==> src/rtl/alu_regfile.sv <==
// Execution core of the 8-bit CPU datapath.
// Contains an 8 x 8-bit register file and an 8-bit ALU that share one data path.
//   - Two combinational read ports.
//   - One clocked write port, whose write data is the ALU result.
//   - Asynchronous active-high reset clears every register.
module alu_regfile (
  input  logic       clk_i,
  input  logic       rst_i,
  input  logic       write_enable_i,
  input  logic [2:0] write_reg_i,
  input  logic [2:0] read_reg1_i,
  input  logic [2:0] read_reg2_i,
  input  logic [7:0] data2_i,
  input  logic [2:0] alu_op_i,
  output logic [7:0] regout1_o,
  output logic [7:0] regout2_o,
  output logic [7:0] alu_result_o,
  output logic       zero_o
);

  localparam logic [2:0] OP_FWD = 3'b000;
  localparam logic [2:0] OP_ADD = 3'b001;
  localparam logic [2:0] OP_AND = 3'b010;
  localparam logic [2:0] OP_OR  = 3'b011;

  logic [7:0] regs_q [8];
  logic [7:0] alu_d;
  logic       wr_en_d;

  // Asynchronous read ports. Registers are already cleared during reset,
  // so no extra masking is needed to read zero while reset is high.
  always_comb begin
    regout1_o = regs_q[read_reg1_i];
    regout2_o = regs_q[read_reg2_i];
  end

  // ALU: operand 1 is read port 1, operand 2 comes from the external muxes.
  // Reserved or unknown selects fall to the default arm and produce zero.
  always_comb begin
    alu_d = 8'h00;
    case (alu_op_i)
      OP_FWD:  alu_d = data2_i;
      OP_ADD:  alu_d = regout1_o + data2_i;
      OP_AND:  alu_d = regout1_o & data2_i;
      OP_OR:   alu_d = regout1_o | data2_i;
      default: alu_d = 8'h00;
    endcase
  end

  // Result and branch flag; zero is valid for every op, including reserved ones.
  always_comb begin
    alu_result_o = alu_d;
    zero_o       = ~|alu_d;
  end

  // An unknown enable is treated as no write.
  always_comb begin
    wr_en_d = (write_enable_i == 1'b1);
  end

  // One write per rising edge. There is no bypass: the new value appears on
  // the read ports only after the edge.
  always_ff @(posedge clk_i or posedge rst_i) begin
    if (rst_i) begin
      for (int i = 0; i < 8; i++) regs_q[i] <= 8'h00;
    end else if (wr_en_d) begin
      regs_q[write_reg_i] <= alu_d;
    end
  end

endmodule

==> config.mk <==
export PLATFORM = sky130hd
export DESIGN_NAME = alu_regfile
export DESIGN_NICKNAME = d
export VERILOG_FILES = /design/src/rtl/alu_regfile.sv
export SDC_FILE = /design/constraint.sdc
export NUM_CORES = 1
export LEC_CHECK = 0
export CELL_PAD_IN_SITES_DETAIL_PLACEMENT = 0
export CELL_PAD_IN_SITES_GLOBAL_PLACEMENT = 1
export CORE_MARGIN = 1.5
export CORE_UTILIZATION = 48
export CTS_CLUSTER_DIAMETER = 80
export CTS_CLUSTER_SIZE = 10
export DETAILED_ROUTE_END_ITERATION = 8
export MAX_ROUTING_LAYER = met4
export PLACE_DENSITY = 0.95
export SLEW_MARGIN = 30
export SYNTH_ARGS = -nofsm -noshare
export SYNTH_HDL_FRONTEND = slang
export SYNTH_SLANG_ARGS = --single-unit
==> constraint.sdc <==
create_clock -name clk_i -period 11.8 [get_ports clk_i]
set_clock_uncertainty 0.1 [all_clocks]
set_input_delay 1.77 -clock clk_i [delete_from_list [all_inputs] [get_ports clk_i]]
set_output_delay 1.77 -clock clk_i [all_outputs]
set_load 0.05 [all_outputs]
==> metrics.txt <==
setup TNS=0 ns; starting density of the core=49.5%; total detailed-routing wirelength=10.1 mm; synthesis-stage register bit count=64; full die area=8990 µm²; static power due to leakage=0.00215 µW; post-synthesis share of cell area spent on xor and xnor gates=1.30%; first-iteration detailed-routing DRC count=269; commonest cells after routing, fill and taps aside=sky130_fd_sc_hd__nand2_1, sky130_fd_sc_hd__o21ai_0, sky130_fd_sc_hd__dfrtp_1, sky130_fd_sc_hd__clkdlybuf4s50_1, sky130_fd_sc_hd__mux4_2; most frequent cell on the critical path=sky130_fd_sc_hd__clkdlybuf4s50_1; total power divided by cell area=157 nW/µm²; placeable core area=8180 µm²; Synth Area in Adders=6.06%; Multi-input gate area=2240 µm²; Post-Syn Nets=428; via count of the first global-routing pass=3,235; transition time at the pin with the least slew margin=0.904 ns; area delta synth->final=17.6%; Critical Path Sink=zero_o; clock latency on the worst-skew pair=0.34 ns; combined global-route utilization of all metal layers=25.9%; Root Buffer Master=sky130_fd_sc_hd__clkbuf_8; largest family of logic cells by synthesized area=multiplexers; CP peak stage delay=1.06 ns; layout cells sized above 1=15.2%; post-route ant nets=0; clock-pin slew on the worst setup and hold paths=0.07 ns; critical-path cell with the highest stage delay=sky130_fd_sc_hd__clkdlybuf4s50_1; post-synthesis simple-gate area fraction=11.4%; startpoint of the worst setup timing path=read_reg1_i[1]; routed len/inst=18.9 µm; length of the first detailed-routing pass in iterations=4; commonest non-fill, non-tap cell in the layout=sky130_fd_sc_hd__nand2_1; cell depth of the worst flop-to-flop path=11; Final period util=71.4%; I/O pins=48; global-route wire length before repair=16.6 mm; port buffer count=47; vias per cell=5.90; proportion of synthesized area in mux cells=23.2%; post-CTS resize count=0; level count of the clock H-tree=3; Final Hold Fails=0; placer's final routability congestion estimate=0.923; # diodes=0; Remaining DRCs=0; Data required, critical path=9.93 ns; post-layout utilization of the core=58.2%; synthesized area per cell=10.5 µm²; post-DP HPWL=7.10 mm; Yosys warnings=0; CP Capture Type=output port; number of distinct standard cells referenced by the synthesized netlist=33; peak clock frequency supported by timing=0.119 GHz; number of flip-flops under the largest register name=64; netlist area before placement=4050 µm²; max-slew violations=0; Layout Nets=466; overall power consumption=747 µW; maximum number of pins on one net before global-route repair=65; registers with the most flip-flops=regs_q: 64 flops; die height=94.8 µm; clock tree from TritonCTS=done; Most flops, register=regs_q; number of max-cap violations=0; unrepaired setup endpoints after global routing=false; via count of the routed design=3,151; type of the tightest min-delay check=register to register; final-layout fill cell count=692; cells traversed along the worst timing path=clkdlybuf4s50_1 > mux4_2 > mux2i_1 > inv_1 > ha_1 > fa_1 > a21o_1 > a21oi_2 > xnor2_1 > a21oi_1 > and3_1 > and4_1 > clkdlybuf4s50_1; storage element area=1600 µm²; number of rows created at floorplan=33; Worst IR Drop VDD=84.1 µV; number of standard cells after synthesis=386; number of buffers inserted to repair setup after CTS=0; share of synthesized registers carrying an async set or reset=100%; Setup Crit Path Kind=input port to output port; number of buffers inserted during clock tree synthesis=9; fin crit period=8.42 ns; global-route congestion overflow total=0; top_reg_cell synth=sky130_fd_sc_hd__dfrtp_1; R2R Setup Slk=8.31 ns; floorplan die width=94.8 µm; complex-gate fraction of the synthesized area=13.4%; status=finished clean; Setup violations, final=0; sink count of the clock tree=64; clk buf depth=2; sequential-to-total area share from yosys stat=39.6%; hold buffer count at CTS=0; worst max-slew margin expressed relative to the limit=39.5%; highest fanout seen on the critical path=16; number of enable flip-flop cells after synthesis=0; number of antenna violations at the first check in global routing=0; startpoint kind of the worst setup timing path=input port; RR Startpoint=regs_q[32]$_DFFE_PP0P_; end of the worst register-to-register path=regs_q[22]$_DFFE_PP0P_; Final Hold Slack=0.402 ns; endpoint arrival time on the critical path=6.55 ns
==> synthesized netlist by cell type, types with 5 or more instances <==
| cell | instances | area, µm² |
|---|---|---|
| sky130_fd_sc_hd__a21oi_1 | 7 | 35.0 |
| sky130_fd_sc_hd__buf_2 | 7 | 35.0 |
| sky130_fd_sc_hd__clkbuf_1 | 11 | 41.3 |
| sky130_fd_sc_hd__dfrtp_1 | 64 | 1600 |
| sky130_fd_sc_hd__ha_1 | 18 | 225 |
| sky130_fd_sc_hd__inv_1 | 25 | 93.8 |
| sky130_fd_sc_hd__mux2_2 | 8 | 90.1 |
| sky130_fd_sc_hd__mux2i_1 | 13 | 130 |
| sky130_fd_sc_hd__mux4_2 | 32 | 721 |
| sky130_fd_sc_hd__nand2_1 | 71 | 267 |
| sky130_fd_sc_hd__nand3_1 | 7 | 35.0 |
| sky130_fd_sc_hd__nor2_1 | 9 | 33.8 |
| sky130_fd_sc_hd__nor2b_1 | 6 | 37.5 |
| sky130_fd_sc_hd__o21ai_0 | 66 | 330 |
| sky130_fd_sc_hd__o22a_1 | 5 | 43.8 |
==> stage by stage <==
| stage | cells | setup WS (ns) | area [µm²] |
|---|---|---|---|
| 2_1_floorplan | 386 | 4.56 | 4050 |
| 6_report | 534 | 3.38 | 4760 |
| 3_5_place_dp | 518 | 3.45 | 4560 |
| 3_3_place_gp | 518 | 3.57 | 4560 |
| 4_1_cts | 534 | 3.44 | 4760 |
| 5_1_grt | 534 | 3.18 | 4760 |
==> cell type report <==
type	instances	share of cell area, %
clock buffer	13	3.34
clock inverter	3	0.841
inverter	25	1.97
multi-input combinational	274	47.1
sequential	64	33.6
tap	105	2.76
timing repair buffer	50	10.4
==> power breakdown <==
| part | leakage (µW) | internal [µW] | total [µW] | switching [µW] |
|---|---|---|---|---|
| Sequential | 0.000847 | 258 | 287 | 28.7 |
| Combinational | 0.00120 | 114 | 272 | 158 |
| Clock | 0.000103 | 109 | 188 | 79.3 |
==> per-layer routing <==
layer / routed length, µm / share of wire, % / GRT usage [%]
met2: 4950 / 49 / 41.5
met3: 625 / 6.2 / 3.46
met1: 4430 / 44 / 33.7
met4: 84 / 0.83 / 9.70
met5: 0 / 0 / -
==> worst min path at each step <==
stage / from / to / slack (ns) / cells after the start
6_report: regs_q[44]$_DFFE_PP0P_ / regs_q[44]$_DFFE_PP0P_ / 0.40 / 2
2_1_floorplan: regs_q[10]$_DFFE_PP0P_ / regs_q[10]$_DFFE_PP0P_ / 0.36 / 2
3_3_place_gp: regs_q[1]$_DFFE_PP0P_ / regs_q[1]$_DFFE_PP0P_ / 0.37 / 2
3_5_place_dp: regs_q[44]$_DFFE_PP0P_ / regs_q[44]$_DFFE_PP0P_ / 0.39 / 2
5_1_grt: regs_q[43]$_DFFE_PP0P_ / regs_q[43]$_DFFE_PP0P_ / 0.43 / 2
4_1_cts: regs_q[53]$_DFFE_PP0P_ / regs_q[53]$_DFFE_PP0P_ / 0.40 / 2
==> critical path: cells and delay by family <==
family          cells  cell delay, ns
compound gates      3            1.02
buf+inv             3            1.96
simple gates        2            0.48
fa+ha+maj           2            0.64
mux                 2            0.61
xor+xnor            1            0.08
==> logic make-up (layout without fill, tap and decap cells) <==
family,after synthesis,count (layout)
simple gates,105,105
compound gates,91,91
flops,64,64
mux,53,53
buf+inv,48,91
fa+ha+maj,19,19
xor+xnor,6,6
Note: power is estimated with default switching activity, not from simulation.
